File: src/rtl/hazard_stall_controller_pkg.sv
// Shared types and constants for the IF/ID hazard stall controller.
// Optional statistics counters are enabled by defining HAZARD_STATS_EN.
package hazard_pkg;

  typedef enum logic [0:0] {
    HZ_RUN   = 1'b0,
    HZ_STALL = 1'b1
  } hz_state_t;

  localparam logic [1:0] HZ_N_LOADUSE     = 2'd1;
  localparam logic [1:0] HZ_N_BR_ALU      = 2'd1;
  localparam logic [1:0] HZ_N_BR_LOAD_EX  = 2'd2;
  localparam logic [1:0] HZ_N_BR_LOAD_MEM = 2'd1;

  localparam int unsigned REG_ZERO = 32'd0;

  function automatic logic [1:0] hz_max(input logic [1:0] a, input logic [1:0] b);
    return (a > b) ? a : b;
  endfunction

endpackage

File: src/rtl/hazard_stall_controller_if.sv
// IF/ID hold/flush control bundle; the stall controller is the master (driving) end.
interface hazard_stall_controller_if;

  logic PCWrite;
  logic WriteInstruction;
  logic Flush;
  logic IDEX_Bubble;

  modport master (
    output PCWrite,
    output WriteInstruction,
    output Flush,
    output IDEX_Bubble
  );

  modport slave (
    input PCWrite,
    input WriteInstruction,
    input Flush,
    input IDEX_Bubble
  );

endinterface

File: src/rtl/hazard_stall_controller_detect.sv
// Combinational hazard classifier: returns the number of stall cycles the
// instruction in ID needs (largest over all matching hazard classes).
module hazard_detect
  import hazard_pkg::*;
#(
  parameter int REG_W = 5
) (
  input  logic [REG_W-1:0] IFID_Rs,
  input  logic [REG_W-1:0] IFID_Rt,
  input  logic             IFID_UsesRs,
  input  logic             IFID_UsesRt,
  input  logic             IFID_IsBranch,
  input  logic             IDEX_RegWrite,
  input  logic             IDEX_MemRead,
  input  logic [REG_W-1:0] IDEX_Rd,
  input  logic             EXMEM_MemRead,
  input  logic [REG_W-1:0] EXMEM_Rd,
  output logic [1:0]       stall_need
);

  // Register 0 is hard-wired, so a write to it can never create a hazard.
  function automatic logic dest_hits(input logic [REG_W-1:0] dst);
    return (dst != REG_W'(REG_ZERO)) &&
           ((IFID_UsesRs && (dst == IFID_Rs)) || (IFID_UsesRt && (dst == IFID_Rt)));
  endfunction

  logic       idex_hit_s;
  logic       exmem_hit_s;
  logic [1:0] n_loaduse_s;
  logic [1:0] n_br_alu_s;
  logic [1:0] n_br_load_ex_s;
  logic [1:0] n_br_load_mem_s;

  assign idex_hit_s  = dest_hits(IDEX_Rd);
  assign exmem_hit_s = dest_hits(EXMEM_Rd);

  assign n_loaduse_s     = (IDEX_MemRead && idex_hit_s) ? HZ_N_LOADUSE : 2'd0;
  assign n_br_alu_s      = (IFID_IsBranch && IDEX_RegWrite && !IDEX_MemRead && idex_hit_s)
                           ? HZ_N_BR_ALU : 2'd0;
  assign n_br_load_ex_s  = (IFID_IsBranch && IDEX_MemRead && idex_hit_s) ? HZ_N_BR_LOAD_EX : 2'd0;
  assign n_br_load_mem_s = (IFID_IsBranch && EXMEM_MemRead && exmem_hit_s) ? HZ_N_BR_LOAD_MEM : 2'd0;

  assign stall_need = hz_max(hz_max(n_loaduse_s, n_br_alu_s),
                             hz_max(n_br_load_ex_s, n_br_load_mem_s));

endmodule

File: src/rtl/hazard_stall_controller.sv
// Stall/flush controller beside the ID stage: FSM for multi-cycle branch stalls,
// Mealy output decode, and optional StallCount/FlushCount (HAZARD_STATS_EN).
module hazard_stall_controller
  import hazard_pkg::*;
#(
  parameter int REG_W = 5
`ifdef HAZARD_STATS_EN
  ,
  parameter int CNT_W = 32
`endif
) (
  input  logic             Clk,
  input  logic             Rst_n,
  input  logic [REG_W-1:0] IFID_Rs,
  input  logic [REG_W-1:0] IFID_Rt,
  input  logic             IFID_UsesRs,
  input  logic             IFID_UsesRt,
  input  logic             IFID_IsBranch,
  input  logic             IFID_IsJump,
  input  logic             BranchTaken,
  input  logic             IDEX_RegWrite,
  input  logic             IDEX_MemRead,
  input  logic [REG_W-1:0] IDEX_Rd,
  input  logic             EXMEM_MemRead,
  input  logic [REG_W-1:0] EXMEM_Rd,
`ifdef HAZARD_STATS_EN
  output logic [CNT_W-1:0] StallCount,
  output logic [CNT_W-1:0] FlushCount,
`endif
  hazard_stall_controller_if.master ctrl
);

  hz_state_t  state_r;
  hz_state_t  state_nxt_s;
  logic [1:0] remain_r;
  logic [1:0] remain_nxt_s;
  logic [1:0] need_s;
  logic       stall_s;
  logic       flush_s;

  hazard_detect #(.REG_W(REG_W)) u_detect (
    .IFID_Rs       (IFID_Rs),
    .IFID_Rt       (IFID_Rt),
    .IFID_UsesRs   (IFID_UsesRs),
    .IFID_UsesRt   (IFID_UsesRt),
    .IFID_IsBranch (IFID_IsBranch),
    .IDEX_RegWrite (IDEX_RegWrite),
    .IDEX_MemRead  (IDEX_MemRead),
    .IDEX_Rd       (IDEX_Rd),
    .EXMEM_MemRead (EXMEM_MemRead),
    .EXMEM_Rd      (EXMEM_Rd),
    .stall_need    (need_s)
  );

  // Next-state and stall/flush decision; STALL ignores the hazard inputs entirely.
  always_comb begin
    state_nxt_s  = state_r;
    remain_nxt_s = remain_r;
    stall_s      = 1'b0;
    flush_s      = 1'b0;
    case (state_r)
      HZ_RUN: begin
        if (need_s != 2'd0) begin
          stall_s = 1'b1;
          if (need_s == HZ_N_BR_LOAD_EX) begin
            state_nxt_s  = HZ_STALL;
            remain_nxt_s = need_s - 2'd1;
          end else begin
            state_nxt_s  = HZ_RUN;
            remain_nxt_s = 2'd0;
          end
        end else begin
          flush_s = IFID_IsJump || (IFID_IsBranch && BranchTaken);
        end
      end
      HZ_STALL: begin
        stall_s      = 1'b1;
        remain_nxt_s = remain_r - 2'd1;
        if (remain_nxt_s == 2'd0) begin
          state_nxt_s = HZ_RUN;
        end else begin
          state_nxt_s = HZ_STALL;
        end
      end
      default: begin
        state_nxt_s  = HZ_RUN;
        remain_nxt_s = 2'd0;
      end
    endcase
  end

  // Output decode; reset forces the safe hold/squash pattern combinationally.
  always_comb begin
    ctrl.PCWrite          = 1'b1;
    ctrl.WriteInstruction = 1'b0;
    ctrl.Flush            = 1'b0;
    ctrl.IDEX_Bubble      = 1'b0;
    if (!Rst_n) begin
      ctrl.PCWrite          = 1'b0;
      ctrl.WriteInstruction = 1'b1;
      ctrl.Flush            = 1'b1;
      ctrl.IDEX_Bubble      = 1'b1;
    end else if (stall_s) begin
      ctrl.PCWrite          = 1'b0;
      ctrl.WriteInstruction = 1'b1;
      ctrl.Flush            = 1'b0;
      ctrl.IDEX_Bubble      = 1'b1;
    end else begin
      ctrl.PCWrite          = 1'b1;
      ctrl.WriteInstruction = 1'b0;
      ctrl.Flush            = flush_s;
      ctrl.IDEX_Bubble      = 1'b0;
    end
  end

  // FSM state and remaining-stall counter.
  always_ff @(posedge Clk or negedge Rst_n) begin
    if (!Rst_n) begin
      state_r  <= HZ_RUN;
      remain_r <= 2'd0;
    end else begin
      state_r  <= state_nxt_s;
      remain_r <= remain_nxt_s;
    end
  end

`ifdef HAZARD_STATS_EN
  // Free-running statistics, wrapping at 2^CNT_W.
  always_ff @(posedge Clk or negedge Rst_n) begin
    if (!Rst_n) begin
      StallCount <= {CNT_W{1'b0}};
      FlushCount <= {CNT_W{1'b0}};
    end else begin
      StallCount <= stall_s ? StallCount + {{(CNT_W-1){1'b0}}, 1'b1} : StallCount;
      FlushCount <= flush_s ? FlushCount + {{(CNT_W-1){1'b0}}, 1'b1} : FlushCount;
    end
  end
`endif

endmodule
File: src/flat_wrapper.sv
// flat-port wrapper written by rule: the top's interface ports become plain ports
module hazard_stall_controller_flat import hazard_pkg::*;
#(
  parameter int REG_W = 5

)
  (Clk, Rst_n, IFID_Rs, IFID_Rt, IFID_UsesRs, IFID_UsesRt, IFID_IsBranch, IFID_IsJump, BranchTaken, IDEX_RegWrite, IDEX_MemRead, IDEX_Rd, EXMEM_MemRead, EXMEM_Rd, ctrl_PCWrite, ctrl_WriteInstruction, ctrl_Flush, ctrl_IDEX_Bubble);
  hazard_stall_controller_if ctrl_i ();
  input  logic Clk;
  input  logic Rst_n;
  input  logic [REG_W-1:0] IFID_Rs;
  input  logic [REG_W-1:0] IFID_Rt;
  input  logic IFID_UsesRs;
  input  logic IFID_UsesRt;
  input  logic IFID_IsBranch;
  input  logic IFID_IsJump;
  input  logic BranchTaken;
  input  logic IDEX_RegWrite;
  input  logic IDEX_MemRead;
  input  logic [REG_W-1:0] IDEX_Rd;
  input  logic EXMEM_MemRead;
  input  logic [REG_W-1:0] EXMEM_Rd;
  output wire logic [$bits(ctrl_i.PCWrite)-1:0] ctrl_PCWrite;
  output wire logic [$bits(ctrl_i.WriteInstruction)-1:0] ctrl_WriteInstruction;
  output wire logic [$bits(ctrl_i.Flush)-1:0] ctrl_Flush;
  output wire logic [$bits(ctrl_i.IDEX_Bubble)-1:0] ctrl_IDEX_Bubble;
  assign ctrl_PCWrite = ctrl_i.PCWrite;
  assign ctrl_WriteInstruction = ctrl_i.WriteInstruction;
  assign ctrl_Flush = ctrl_i.Flush;
  assign ctrl_IDEX_Bubble = ctrl_i.IDEX_Bubble;
  hazard_stall_controller #(.REG_W(REG_W)) u_core (.Clk(Clk), .Rst_n(Rst_n), .IFID_Rs(IFID_Rs), .IFID_Rt(IFID_Rt), .IFID_UsesRs(IFID_UsesRs), .IFID_UsesRt(IFID_UsesRt), .IFID_IsBranch(IFID_IsBranch), .IFID_IsJump(IFID_IsJump), .BranchTaken(BranchTaken), .IDEX_RegWrite(IDEX_RegWrite), .IDEX_MemRead(IDEX_MemRead), .IDEX_Rd(IDEX_Rd), .EXMEM_MemRead(EXMEM_MemRead), .EXMEM_Rd(EXMEM_Rd), .ctrl(ctrl_i));
endmodule
File: config.mk
export PLATFORM = sky130hd
export DESIGN_NAME = hazard_stall_controller_flat
export DESIGN_NICKNAME = d
export VERILOG_FILES = /design/src/rtl/hazard_stall_controller_pkg.sv /design/src/rtl/hazard_stall_controller_if.sv /design/src/rtl/hazard_stall_controller_detect.sv /design/src/rtl/hazard_stall_controller.sv /design/src/flat_wrapper.sv
export SDC_FILE = /design/constraint.sdc
export NUM_CORES = 1
export LEC_CHECK = 0
export CAP_MARGIN = 25
export CORE_MARGIN = 1.5
export CORE_UTILIZATION = 35
export CTS_CLUSTER_SIZE = 10
export DETAILED_ROUTE_END_ITERATION = 16
export GPL_TIMING_DRIVEN = 0
export PLACE_DENSITY = 0.76
export SYNTH_ARGS = -nofsm -noshare
export SYNTH_HDL_FRONTEND = slang
export SYNTH_SLANG_ARGS = --single-unit
export TNS_END_PERCENT = 20
File: constraint.sdc
create_clock -name Clk -period 4.31 [get_ports Clk]
set_clock_uncertainty 0.2 [all_clocks]
set_input_delay 0.431 -clock Clk [delete_from_list [all_inputs] [get_ports Clk]]
set_output_delay 0.431 -clock Clk [all_outputs]
set_load 0.01 [all_outputs]
==> impl_metrics.env <==
export IMPL_status="complete, no violations"
export IMPL_dp_cells=119
export IMPL_ant_nets=0
export IMPL_power_leakage_nw=0.400
export IMPL_clock_fmax_ghz=0.244
export IMPL_first_iter_violations=0
export IMPL_route_detailed_drc=0
export IMPL_wl_per_cell_um=11.8
export IMPL_drive_above_1_share_pct=11.9
export IMPL_finalHoldViolations=0
export IMPL_port_buffers=33
export IMPL_finalNonFillerCells=125
export IMPL_cp_arrival_ns=3.46
export IMPL_num_antenna_cells=0
export IMPL_ios=34
export IMPL_crit_slowest_cell="clkdlybuf4s50_1"
export IMPL_switchingPower_uw=61.0
export IMPL_tritoncts="built"
export IMPL_ys_seq_area_share_pct=13.4
export IMPL_synth_cell_area_sq_um=562
export IMPL_clock_sinks=3
export IMPL_vias=610
export IMPL_crit_buf_inv=2
export IMPL_avgViaCountPerCell=4.88
export IMPL_yosys_area_top_type="xnor2_1"
export IMPL_required_ns=3.68
export IMPL_clk_latency_ns=0.23
export IMPL_dieArea_sq_um=1850
export IMPL_tightest_slew_ns=0.256
export IMPL_clk_pin_slew_worst_paths_ns=0.04
export IMPL_clockBufferDepth=2
export IMPL_slew_viol_final=0
export IMPL_combPwrFrac_pct=50.0
export IMPL_core_sq_um=1510
export IMPL_drt_wl_total_mm=1.47
export IMPL_synthFlopType="dfrtp_1"
export IMPL_die_y_um=43.1
export IMPL_synth_seq_cells=3
export IMPL_yosysWarnings=0
export IMPL_grt_max_degree=7
export IMPL_cp_end_kind="primary output"
export IMPL_cts_root_buf="clkbuf_4"
export IMPL_synthCells=70
export IMPL_reg2reg_to="u_core.remain_r[1]"
export IMPL_intPower_uw=130
export IMPL_crit_path_start="IDEX_Rd[0]"
export IMPL_drv_cap=0
export IMPL_num_rows=14
export IMPL_r2r_start="u_core.remain_r[0]"
export IMPL_synth_nets=104
export IMPL_critical_path_class="in -> out"
export IMPL_worstPathMaxFanout=4
export IMPL_ir_worst_vdd_uv=252
export IMPL_place_gp_congestion=0.788
export IMPL_ys_top_cells_by_count="xnor2_1, xor2_1, inv_1"
export IMPL_numCtsBuffers=3
export IMPL_clkPwrFrac_pct=25.7
export IMPL_min_period_ns=4.09
export IMPL_endpoint="ctrl_PCWrite"
export IMPL_slew_headroom_pct=82.8
export IMPL_crit_cells=12
export IMPL_switching_share_pct=31.8
export IMPL_async_reset_ff_share_pct=100
export IMPL_power_uw=191
export IMPL_nFillCells=144
export IMPL_cts_hold_buf=0
export IMPL_grt_setup_unrepaired="no"
export IMPL_min_period_over_period_pct=95.0
export IMPL_grt_overflow=0
export IMPL_grt_pass1_vias=625
export IMPL_r2r_cells=3
export IMPL_synth_cell_types=27
export IMPL_antenna_found_initial=0
export IMPL_netlist_area_leader_share_pct=18.7
export IMPL_start_util_pct=37.3
export IMPL_fin_nets=144
export IMPL_startpoint_type="input port"
export IMPL_setup_tns_ns=0
export IMPL_cts_htree_levels=1
export IMPL_synthTopCellsByArea="xnor2_1, dfrtp_1, xor2_1, ha_1, mux2i_1"
export IMPL_path_cells="clkdlybuf4s50_1 -> or4_4 -> nor2_4 -> nor2_1 -> a211oi_2 -> ha_1 -> nor2_2 -> mux2i_1 -> ha_2 -> nand2b_1 -> nor2_2 -> clkdlybuf4s50_1"
export IMPL_power_density_nw_per_um2=195
export IMPL_synth_most_common_cell="xnor2_1"
export IMPL_r2r_setup_slack_ns=3.18
export IMPL_synth_edf_count=0
export IMPL_die_x_um=43.1
export IMPL_setup_viol=0
export IMPL_slowest_delay_ns=0.54
export IMPL_synth_avg_cell_area_sq_um=8.03
export IMPL_first_pass_iters=1
export IMPL_place_hpwl_mm=1.30
export IMPL_grtUsageTotal_pct=18.0
export IMPL_sequentialPowerShare_pct=24.3
export IMPL_areaGrowthSynthToFinish_pct=74.4
export IMPL_critical_path_top_delay_family="buffers and inverters"
export IMPL_hold_class="in -> async"
export IMPL_grt_pass1_wl_mm=2.56
[what timing repair did]
item,in CTS,in global routing
setup endpoints to repair,2,4
pin swaps,1,5
setup buffers,2,0
endpoints found under the hold margin,0,0
gates resized for setup,1,8
[cell usage in the layout, fill, tap and decap left out, drive strengths merged]
cell	synthesis	layout
nor4	2	2
or4	2	2
xor2	8	8
o21ai	3	3
a211oi	2	2
o22a	1	1
ha	4	4
a21oi	2	2
nand4	2	2
o211ai	1	1
dlymetal6s2s	0	5
clkbuf	0	4
nor2	6	6
and2	2	2
a22oi	1	1
buf	1	3
dfrtp	3	3
clkdlybuf4s50	0	28
nand2	4	4
o22ai	1	1
mux2i	3	3
nand2b	1	1
xnor2	12	12
a32oi	1	1
nor3	2	2
inv	6	6
[worst min-delay path by stage]
stage                            start                 end  slack, ns  depth (start not counted)
floorplan                        Rst_n  u_core.remain_r[0]      -0.06                          0
global placement    u_core.remain_r[0]  u_core.remain_r[0]       0.28                          1
detailed placement  u_core.remain_r[0]  u_core.remain_r[0]       0.28                          1
CTS                              Rst_n      u_core.state_r       0.19                          1
global route                     Rst_n      u_core.state_r       0.20                          1
finish                           Rst_n      u_core.state_r       0.20                          1
[kinds of logic after synthesis]
family / synth area share (%)
AOI/OAI and AO/OA: 14.9
xor gates and xnor gates: 31.2
adders and majority gates: 8.91
buffers and inverters: 5.35
DFF: 13.4
muxes: 5.35
and+or+nand+nor: 20.9
[sequential cells by signal (all words and copies together) (netlist names)]
name and cells:
u_core.state_r 1, u_core.remain_r 2
[through the flow]
step                      area, sq um  hold WS (ns)  setup WS, ns  util [%]
after floorplan                   562       -0.0646         0.936         -
after global placement            912         0.281       -0.0230      60.5
after detailed placement          912         0.284       -0.0666      60.5
after CTS                         956         0.193       0.00574      63.5
after global routing              980         0.204        0.0316      65.0
final                             980         0.200         0.216      65.0
[power by group through the flow]
stage | clock (mW) | sequential, mW | combinational [mW]
3_3_place_gp | 0 | 0.0462 | 0.0935
6_report | 0.0492 | 0.0466 | 0.0957
3_5_place_dp | 0 | 0.0463 | 0.0947
4_1_cts | 0.0516 | 0.0460 | 0.0958
2_1_floorplan | 0 | 0.0444 | 0.0469
5_1_grt | 0.0534 | 0.0483 | 0.108
[metal layers]
| metal | part of all wire [%] | track usage (%) |
|---|---|---|
| met3 | 2.1 | 2.55 |
| met1 | 44 | 21.6 |
| met4 | 1.3 | 5.45 |
| met2 | 52 | 32.7 |
| met5 | 0 | 0 |
[cell type report]
| class | instances | area [sq um] | share of cell area, % |
|---|---|---|---|
| multi-input cells | 60 | 470 | 48.0 |
| repair buffers | 35 | 358 | 36.5 |
| inverters | 6 | 22.5 | 2.30 |
| clock buffers | 4 | 26.3 | 2.68 |
| plain buffers | 1 | 7.51 | 0.766 |
| well taps | 16 | 20.0 | 2.04 |
| flip-flops and latches | 3 | 75.1 | 7.66 |
No activity file was read; power rests on OpenSTA's default activity.
